[config.mk]
export PLATFORM = sky130hd
export DESIGN_NAME = alu_pipe_nbit_flat
export DESIGN_NICKNAME = d
export VERILOG_FILES = /design/src/rtl/alu_pipe_nbit_if.sv /design/src/rtl/alu_pipe_nbit.sv /design/src/flat_wrapper.sv
export SDC_FILE = /design/constraint.sdc
export NUM_CORES = 1
export LEC_CHECK = 0
export CORE_MARGIN = 2
export CORE_UTILIZATION = 57
export DETAILED_ROUTE_END_ITERATION = 10
export GPL_TIMING_DRIVEN = 0
export PLACE_DENSITY = 0.92
export SYNTH_ARGS = -nofsm -noshare
export SYNTH_HDL_FRONTEND = slang
export SYNTH_SLANG_ARGS = --single-unit
[constraint.sdc]
create_clock -name i_clk -period 3.56 [get_ports i_clk]
set_input_delay 0.534 -clock i_clk [delete_from_list [all_inputs] [get_ports i_clk]]
set_output_delay 0.534 -clock i_clk [all_outputs]
set_load 0.05 [all_outputs]
[src/rtl/alu_pipe_nbit_if.sv]
// Stream bundle for alu_pipe_nbit: operation in (valid/ready) and result/flags out (valid/ready).
interface alu_pipe_nbit_if #(
  parameter int unsigned WIDTH = 8
);
  logic             i_valid;
  logic             o_ready;
  logic [2:0]       i_op;
  logic [WIDTH-1:0] i_a;
  logic [WIDTH-1:0] i_b;
  logic             o_valid;
  logic             i_ready;
  logic [WIDTH-1:0] o_result;
  logic [7:0]       o_flag;

  modport master (
    output i_valid, i_op, i_a, i_b, i_ready,
    input  o_ready, o_valid, o_result, o_flag
  );

  modport slave (
    input  i_valid, i_op, i_a, i_b, i_ready,
    output o_ready, o_valid, o_result, o_flag
  );
endinterface

[src/rtl/alu_pipe_nbit.sv]
// Two-stage pipelined WIDTH-bit ALU with valid/ready backpressure and 8-bit flag vector.
// Optional sticky overflow flag when ALU_STICKY_OVF_EN is defined.
module alu_pipe_nbit #(
  parameter int unsigned WIDTH = 8
) (
  input  logic i_clk,
  input  logic i_rst,
`ifdef ALU_STICKY_OVF_EN
  input  logic i_clr_sticky,
  output logic o_sticky_ovf,
`endif
  alu_pipe_nbit_if.slave bus
);

  logic             s1_valid_q;
  logic [2:0]       s1_op_q;
  logic [WIDTH-1:0] s1_a_q;
  logic [WIDTH-1:0] s1_b_q;
  logic [WIDTH:0]   s1_wide_q;
  logic [WIDTH:0]   s1_wide_d;

  logic             out_valid_q;
  logic [WIDTH-1:0] out_result_q;
  logic [7:0]       out_flag_q;
  logic [WIDTH-1:0] res_d;
  logic [7:0]       flag_d;

  logic s1_adv;
  logic s2_adv;

  // o_ready is combinational from i_ready: no skid buffer.
  assign s2_adv = !out_valid_q || bus.i_ready;
  assign s1_adv = !s1_valid_q || s2_adv;

  assign bus.o_ready  = s1_adv;
  assign bus.o_valid  = out_valid_q;
  assign bus.o_result = out_result_q;
  assign bus.o_flag   = out_flag_q;

  // Stage 1 arithmetic: bit WIDTH is carry-out for add, borrow for subtracts.
  always_comb begin
    s1_wide_d = '0;
    case (bus.i_op)
      3'd0:    s1_wide_d = {1'b0, bus.i_a} + {1'b0, bus.i_b};
      3'd2:    s1_wide_d = {1'b0, bus.i_b} - {1'b0, bus.i_a};
      default: s1_wide_d = {1'b0, bus.i_a} - {1'b0, bus.i_b};
    endcase
  end

  always_comb begin
    logic a_msb, b_msb, r_msb;
    logic c, v, eq, gt, lt;
    a_msb = s1_a_q[WIDTH-1];
    b_msb = s1_b_q[WIDTH-1];
    r_msb = s1_wide_q[WIDTH-1];
    res_d = '0;
    c     = 1'b0;
    v     = 1'b0;
    eq    = 1'b0;
    gt    = 1'b0;
    lt    = 1'b0;
    case (s1_op_q)
      3'd0: begin
        res_d = s1_wide_q[WIDTH-1:0];
        c     = s1_wide_q[WIDTH];
        v     = (a_msb == b_msb) && (r_msb != a_msb);
      end
      3'd1: begin
        res_d = s1_wide_q[WIDTH-1:0];
        c     = s1_wide_q[WIDTH];
        v     = (a_msb != b_msb) && (r_msb != a_msb);
      end
      3'd2: begin
        res_d = s1_wide_q[WIDTH-1:0];
        c     = s1_wide_q[WIDTH];
        v     = (a_msb != b_msb) && (r_msb != b_msb);
      end
      3'd3: res_d = s1_a_q & s1_b_q;
      3'd4: res_d = s1_a_q | s1_b_q;
      3'd5: res_d = s1_a_q ^ s1_b_q;
      3'd6: res_d = ~s1_a_q;
      3'd7: begin
        res_d = s1_wide_q[WIDTH-1:0];
        c     = s1_wide_q[WIDTH];
        v     = (a_msb != b_msb) && (r_msb != a_msb);
        eq    = (s1_a_q == s1_b_q);
        gt    = $signed(s1_a_q) > $signed(s1_b_q);
        lt    = $signed(s1_a_q) < $signed(s1_b_q);
      end
      default: res_d = '0;
    endcase
    flag_d = {1'b0, lt, gt, eq, res_d[WIDTH-1], v, c, (res_d == '0)};
  end

  always_ff @(posedge i_clk) begin
    if (i_rst) begin
      s1_valid_q   <= 1'b0;
      s1_op_q      <= '0;
      s1_a_q       <= '0;
      s1_b_q       <= '0;
      s1_wide_q    <= '0;
      out_valid_q  <= 1'b0;
      out_result_q <= '0;
      out_flag_q   <= '0;
    end else begin
      if (s1_adv) begin
        s1_valid_q <= bus.i_valid;
        if (bus.i_valid) begin
          s1_op_q   <= bus.i_op;
          s1_a_q    <= bus.i_a;
          s1_b_q    <= bus.i_b;
          s1_wide_q <= s1_wide_d;
        end
      end
      if (s2_adv) begin
        out_valid_q <= s1_valid_q;
        if (s1_valid_q) begin
          out_result_q <= res_d;
          out_flag_q   <= flag_d;
        end
      end
    end
  end

`ifdef ALU_STICKY_OVF_EN
  logic sticky_q;

  assign o_sticky_ovf = sticky_q;

  // Set has priority over clear.
  always_ff @(posedge i_clk) begin
    if (i_rst) begin
      sticky_q <= 1'b0;
    end else if (out_valid_q && bus.i_ready && out_flag_q[2]) begin
      sticky_q <= 1'b1;
    end else if (i_clr_sticky) begin
      sticky_q <= 1'b0;
    end
  end
`endif

endmodule
[src/flat_wrapper.sv]
// flat-port wrapper written by rule: the top's interface ports become plain ports
module alu_pipe_nbit_flat 
#(
  parameter int unsigned WIDTH = 8
)
  (i_clk, i_rst, bus_i_valid, bus_i_op, bus_i_a, bus_i_b, bus_i_ready, bus_o_ready, bus_o_valid, bus_o_result, bus_o_flag);
  alu_pipe_nbit_if #(.WIDTH(WIDTH)) bus_i ();
  input  logic i_clk;
  input  logic i_rst;
  input wire logic [$bits(bus_i.i_valid)-1:0] bus_i_valid;
  input wire logic [$bits(bus_i.i_op)-1:0] bus_i_op;
  input wire logic [$bits(bus_i.i_a)-1:0] bus_i_a;
  input wire logic [$bits(bus_i.i_b)-1:0] bus_i_b;
  input wire logic [$bits(bus_i.i_ready)-1:0] bus_i_ready;
  output wire logic [$bits(bus_i.o_ready)-1:0] bus_o_ready;
  output wire logic [$bits(bus_i.o_valid)-1:0] bus_o_valid;
  output wire logic [$bits(bus_i.o_result)-1:0] bus_o_result;
  output wire logic [$bits(bus_i.o_flag)-1:0] bus_o_flag;
  assign bus_i.i_valid = bus_i_valid;
  assign bus_i.i_op = bus_i_op;
  assign bus_i.i_a = bus_i_a;
  assign bus_i.i_b = bus_i_b;
  assign bus_i.i_ready = bus_i_ready;
  assign bus_o_ready = bus_i.o_ready;
  assign bus_o_valid = bus_i.o_valid;
  assign bus_o_result = bus_i.o_result;
  assign bus_o_flag = bus_i.o_flag;
  alu_pipe_nbit #(.WIDTH(WIDTH)) u_core (.i_clk(i_clk), .i_rst(i_rst), .bus(bus_i));
endmodule
# --- Word level (Yosys, flattened, before mapping) ---
# Cells that the tools add are included.
op_classes:
  n_addsub: 3
  magnitude_cmp: 2
  eq_ne: 13
  mux: 7
  bitwise_logic: 4
  reduce_logical: 14
ops:
  columns: ["cell", "count"]
  rows:
  - ["case mux 8 bit (5 select lines)", 1]
  - ["case mux 9 bit (2 select lines)", 1]
  - ["subtractor 8 x 8 -> 9 bit", 2]
  - ["== test 3 bit (second input constant)", 4]
  - ["adder 8 x 8 -> 9 bit", 1]
  - ["== test 3 x 2 -> 1 bit (second input constant)", 3]
  - ["bitwise AND 8 bit", 1]
  - ["== test 8 bit", 1]
  - ["> comparator 8 bit", 1]
  - ["zero test 8 bit", 1]
  - ["< comparator 8 bit", 1]
  - ["inverter 8 bit", 1]
  - ["bitwise OR 8 bit", 1]
  - ["XOR 8 bit", 1]
  - ["zero test 3 bit", 2]
  - ["2-to-1 mux 1 bit", 4]
  - ["AND reduction 2 bit", 2]
  - ["OR reduction 4 bit", 1]
  - ["== test 3 x 1 -> 1 bit (second input constant)", 1]
  - ["logical AND 1 bit", 3]
  - ["inequality test 1 bit", 3]
  - ["case mux 1 bit (3 select lines)", 1]
  - ["zero test 1 bit", 2]
  - ["logical OR 1 bit", 2]
  - ["other kinds (2)", 2]
word_totals:
  regBits: 45
  input_bits: 23
  output_inout_bits: 18

# --- Depth between registers and ports, before layout ---
logic_depth:
  ltp_word: 4
  ltp_mapped: 12
  mapped_depth_nobuf: 12

# --- Least setup slack after synthesis ---
# No wires, ideal clock.
synth_path:
  path_kind: "input-to-reg"
  start: "in bus_i_op[0]"
  end: "reg u_core.s1_wide_q[6]"
  setup_ns: 0.092
  arrival_ns: 2.590
  required_time_ns: 3.468
  path_slack_ns: 0.878
  path_stages: 11
  path_buffers: 1
  cell_sequence: "nor2_1 -> clkbuf_1 -> a21oi_1 -> xnor2_1 -> ha_1 -> a211oi_1 -> o21bai_1 -> a21oi_1 -> xnor2_1 -> nor2_1 -> nor4_1"
synth_between:
  elab_chain_cells: 2
  word_cells_on_any_way: 3
synth_rtl:
  columns: ["item", "line", "source"]
  rows:
  - ["start, declared", "flat_wrapper.sv:11", "input wire logic [$bits(bus_i.i_op)-1:0] bus_i_op;"]
  - ["== test 3 x 2 -> 1 bit or zero test 3 bit (tied branches)", "alu_pipe_nbit.sv:43", "case (bus.i_op)"]
  - ["case mux 9 bit (2 select lines) *", "alu_pipe_nbit.sv:43", null]
  - ["end signal, assigned", "alu_pipe_nbit.sv:112", "s1_wide_q <= s1_wide_d;"]
  - ["end, declared", "alu_pipe_nbit.sv:19", "logic [WIDTH:0] s1_wide_q;"]
# Mark *: on every way between the ends. The rest lies on a longest branch, timed or not.
# A chain may end at the register's enable or synchronous reset.

# --- Final worst setup path ---
# Same ends and word-level chain as after synthesis.

==> impl_metrics.xml <==
<?xml version="1.0" encoding="UTF-8"?>
<metrics>
  <group name="worst_setup_path">
    <metric name="worstPathMaxFanout" unit="">10</metric>
    <metric name="worst-endpoint-arrival" unit="ns">3.48</metric>
    <metric name="buf_inv_on_cp" unit="">2</metric>
    <metric name="setup_crit_start_kind" unit="">primary input</metric>
    <metric name="critical-path-max-stage-delay" unit="ns">0.45</metric>
    <metric name="critical_setup_path_class" unit="">in2reg</metric>
    <metric name="cp_data_required_time" unit="ns">3.78</metric>
    <metric name="crit_path_top_delay_cell" unit="">sky130_fd_sc_hd__clkdlybuf4s50_1</metric>
    <metric name="timing.critical_path.cells" unit="">clkdlybuf4s50_1 &gt; nor2_1 &gt; clkbuf_2 &gt; a21oi_1 &gt; xnor2_1 &gt; ha_1 &gt; a211oi_1 &gt; o21bai_1 &gt; a21oi_1 &gt; xnor2_1 &gt; nor2_1 &gt; nor4_1</metric>
    <metric name="critPathCaptureType" unit="">register</metric>
    <metric name="crit_family" unit="">compound AO/OA/AOI/OAI gates</metric>
  </group>
  <group name="timing">
    <metric name="setup_viol_count_final" unit="">0</metric>
    <metric name="maxClockFrequency" unit="MHz">307</metric>
    <metric name="grt_setup_unrepaired" unit="">false</metric>
    <metric name="finalClockSkew" unit="ns">0.00748</metric>
    <metric name="postLayoutSetupSlackWorst" unit="ns">0.300</metric>
    <metric name="relSlewSlack" unit="%">63.1</metric>
    <metric name="finalHoldViolCount" unit="">0</metric>
    <metric name="finalCriticalPeriod" unit="ns">3.26</metric>
    <metric name="drv_slew" unit="">0</metric>
    <metric name="timing_worst_slew_pin_value" unit="ns">0.553</metric>
    <metric name="timing.hold.ws" unit="ns">0.460</metric>
    <metric name="min_period_over_period" unit="%">91.6</metric>
    <metric name="finalSetupTns" unit="ns">0</metric>
  </group>
  <group name="clock_tree">
    <metric name="clk_pin_slew_worst_paths" unit="ns">0.09</metric>
    <metric name="clock_tree.root_cell" unit="">sky130_fd_sc_hd__clkbuf_8</metric>
    <metric name="cts_inserted_buffers" unit="">5</metric>
    <metric name="numClockSinks" unit="">44</metric>
    <metric name="htree_depth" unit="">2</metric>
    <metric name="tritoncts" unit="">done</metric>
    <metric name="clock_insertion_delay_worst_skew" unit="ns">0.30</metric>
    <metric name="clk_path_buf_depth" unit="">2</metric>
    <metric name="post_cts_resize_count" unit="">0</metric>
    <metric name="post-cts-setup-buffers" unit="">0</metric>
    <metric name="holdBufCountCts" unit="">0</metric>
  </group>
  <group name="power">
    <metric name="power_per_cell_area" unit="nW/um^2">330</metric>
    <metric name="vdd_drop_max" unit="mV">0.174</metric>
    <metric name="cell_leakage_power" unit="nW">1.66</metric>
  </group>
  <group name="logic_synthesis">
    <metric name="yosys.area.top_type" unit="">sky130_fd_sc_hd__dfxtp_1</metric>
    <metric name="synth_seq_area_share" unit="%">25.6</metric>
    <metric name="netlist_top_cells_count" unit="">sky130_fd_sc_hd__nand2_1, sky130_fd_sc_hd__nor2_1, sky130_fd_sc_hd__dfxtp_1, sky130_fd_sc_hd__ha_1, sky130_fd_sc_hd__a21oi_1</metric>
    <metric name="synth_async_sr_flop_share" unit="%">0</metric>
    <metric name="postSynthAreaPerCell" unit="um^2">7.73</metric>
    <metric name="synthesis.yosys.warnings" unit="">0</metric>
    <metric name="synth_top_cell_area_share" unit="%">25.6</metric>
    <metric name="syn_nets" unit="">512</metric>
    <metric name="yosysUniqueCellTypes" unit="">57</metric>
    <metric name="yosys_most_used_dff" unit="">sky130_fd_sc_hd__dfxtp_1</metric>
    <metric name="syn_inst" unit="">446</metric>
    <metric name="synth_edf_count" unit="">0</metric>
    <metric name="syn_area" unit="um^2">3450</metric>
    <metric name="synth.area.top_cells" unit="">sky130_fd_sc_hd__dfxtp_1, sky130_fd_sc_hd__ha_1, sky130_fd_sc_hd__nand2_1</metric>
    <metric name="most_common_cell_in_the_netlist" unit="">sky130_fd_sc_hd__nand2_1</metric>
    <metric name="number_of_storage_elements_in_the_synthesis_netlist" unit="">44</metric>
  </group>
  <group name="finish">
    <metric name="areaGrowthSynthToFinish" unit="%">16.4</metric>
    <metric name="antenna_cells" unit="">0</metric>
    <metric name="final_net_count" unit="">557</metric>
    <metric name="fillCellCount" unit="">498</metric>
    <metric name="final_layout_size_suffix_gt1_share" unit="%">5.69</metric>
  </group>
  <group name="die">
    <metric name="ios" unit="">41</metric>
    <metric name="placement_rows" unit="">28</metric>
    <metric name="die-width" unit="um">81.8</metric>
    <metric name="die_h" unit="um">81.8</metric>
    <metric name="start_util" unit="%">58.5</metric>
    <metric name="floorplan.die_area" unit="um^2">6680</metric>
    <metric name="placeableCoreArea" unit="um^2">5890</metric>
  </group>
  <group name="place">
    <metric name="port_buffers" unit="">38</metric>
    <metric name="gp_weighted_congestion" unit="">0.907</metric>
    <metric name="pre_cts_ws" unit="ns">-0.116</metric>
    <metric name="post-dp-hpwl" unit="um">6960</metric>
  </group>
  <group name="detailed_routing">
    <metric name="avgViaCountPerCell" unit="">5.87</metric>
    <metric name="route.detailed.drc" unit="">0</metric>
    <metric name="route.detailed.wl_per_inst" unit="um">15.4</metric>
    <metric name="drtIter0Drc" unit="">267</metric>
    <metric name="routed-via-count" unit="">3329</metric>
    <metric name="routed_wirelength" unit="um">8750</metric>
    <metric name="detail-route-antenna-nets" unit="">0</metric>
    <metric name="dr.pass1.iters" unit="">6</metric>
  </group>
  <group name="outcome">
    <metric name="run_status" unit="">complete, no violations</metric>
  </group>
  <group name="global_routing">
    <metric name="grt_start_max_net_pins" unit="">16</metric>
    <metric name="grt_ovf" unit="">0</metric>
    <metric name="first_pass_grt_wire_length" unit="um">14700</metric>
    <metric name="grt_antenna_before_repair" unit="">0</metric>
    <metric name="first_global_vias" unit="">3199</metric>
    <metric name="globalRouteTotalUtil" unit="%">28.4</metric>
  </group>
  <group name="hold_path">
    <metric name="hp-class" unit="">reg2reg</metric>
  </group>
  <group name="flow_run">
    <metric name="number_of_max_cap_violations" unit="">0</metric>
  </group>
</metrics>
[worst paths after layout]
path,startpoint,endpoint,slack (ns),cells past startpoint
max,bus_i_op[0],u_core.s1_wide_q[6],0.30,12
min,u_core.bus.o_flag[2],u_core.bus.o_flag[2],0.46,2
max reg2reg,u_core.s1_a_q[7],u_core.bus.o_flag[5],1.44,7
min reg2reg,u_core.bus.o_flag[2],u_core.bus.o_flag[2],0.46,2
[report_power, final]
group | leakage [nW] | switching (mW) | total [mW] | internal (mW)
logic | 1.26 | 0.258 | 0.448 | 0.190
clock network | 0.0445 | 0.184 | 0.323 | 0.139
registers | 0.362 | 0.0301 | 0.553 | 0.522
[registers in the layout, indices dropped and copies added, names as in the netlist]
| register | flops |
|---|---|
| u_core.s1_valid_q | 1 |
| u_core.s1_op_q | 3 |
| u_core.s1_b_q | 8 |
| u_core.s1_wide_q | 9 |
| u_core.bus.o_flag | 7 |
| u_core.s1_a_q | 8 |
| u_core.bus.o_result | 7 |
| u_core.bus.o_valid | 1 |
[logic make-up (layout without fill, tap and decap cells)]
family | Yosys count | count (layout) | share of synthesized area [%]
compound gates | 112 | 112 | 21.5
xor+xnor | 14 | 14 | 3.56
fa+ha+maj | 44 | 44 | 16.3
buf+inv | 55 | 101 | 7.55
flops | 44 | 44 | 25.6
mux | 9 | 9 | 2.61
other cells | 1 | 1 | 0.109
simple gates | 167 | 167 | 22.8
[routing by layer]
layer	part of all wire, %	vias up	GRT usage (%)
met5	0	-	0
met4	3.9	0	14.8
met3	4.2	28	3.30
met2	49	99	49.8
met1	42	1570	34.0
li1	-	1632	-
[worst min-delay path, delay by kind of cell (launching register included)]
| family | cells | cell delay (ns) |
|---|---|---|
| simple gates | 1 | 0.05 |
| compound gates | 1 | 0.05 |
| flops | 1 | 0.32 |
[cell type report]
class	instances	area [um^2]	share of cell area, %
inverter	32	120	2.99
clock inverter	3	21.3	0.530
sequential	44	881	22.0
buffer	23	141	3.52
clock buffer	5	68.8	1.72
tap	75	93.8	2.34
multi-input combinational	347	2300	57.5
timing repair buffer	38	380	9.48
[metrics by stage]
stage | cells | utilization, % | instance area (um^2) | power [mW]
after floorplan | 446 | - | 3450 | 0.874
after CTS | 567 | 68.1 | 4010 | 1.32
after global placement | 559 | 66.6 | 3920 | 0.987
after global routing | 567 | 68.2 | 4010 | 1.40
after detailed placement | 559 | 66.6 | 3920 | 1.00
final | 567 | 68.2 | 4010 | 1.32
[cell usage in the layout, fill, tap and decap left out, types with 6 or more instances in the layout]
master                            instances
sky130_fd_sc_hd__mux2i_1                  9
sky130_fd_sc_hd__a211oi_1                12
sky130_fd_sc_hd__a21oi_1                 39
sky130_fd_sc_hd__clkdlybuf4s50_1         38
sky130_fd_sc_hd__inv_1                   32
sky130_fd_sc_hd__xnor2_1                  7
sky130_fd_sc_hd__dfxtp_1                 44
sky130_fd_sc_hd__nor2b_1                 10
sky130_fd_sc_hd__ha_1                    41
sky130_fd_sc_hd__nor4_1                   6
sky130_fd_sc_hd__nand2b_1                10
sky130_fd_sc_hd__xor2_1                   7
sky130_fd_sc_hd__nand2_1                 64
sky130_fd_sc_hd__clkbuf_1                10
sky130_fd_sc_hd__nor3_1                   9
sky130_fd_sc_hd__o21ai_0                 16
sky130_fd_sc_hd__a22o_1                   6
sky130_fd_sc_hd__nor2_1                  45
Note: power is estimated with default switching activity, not from simulation.
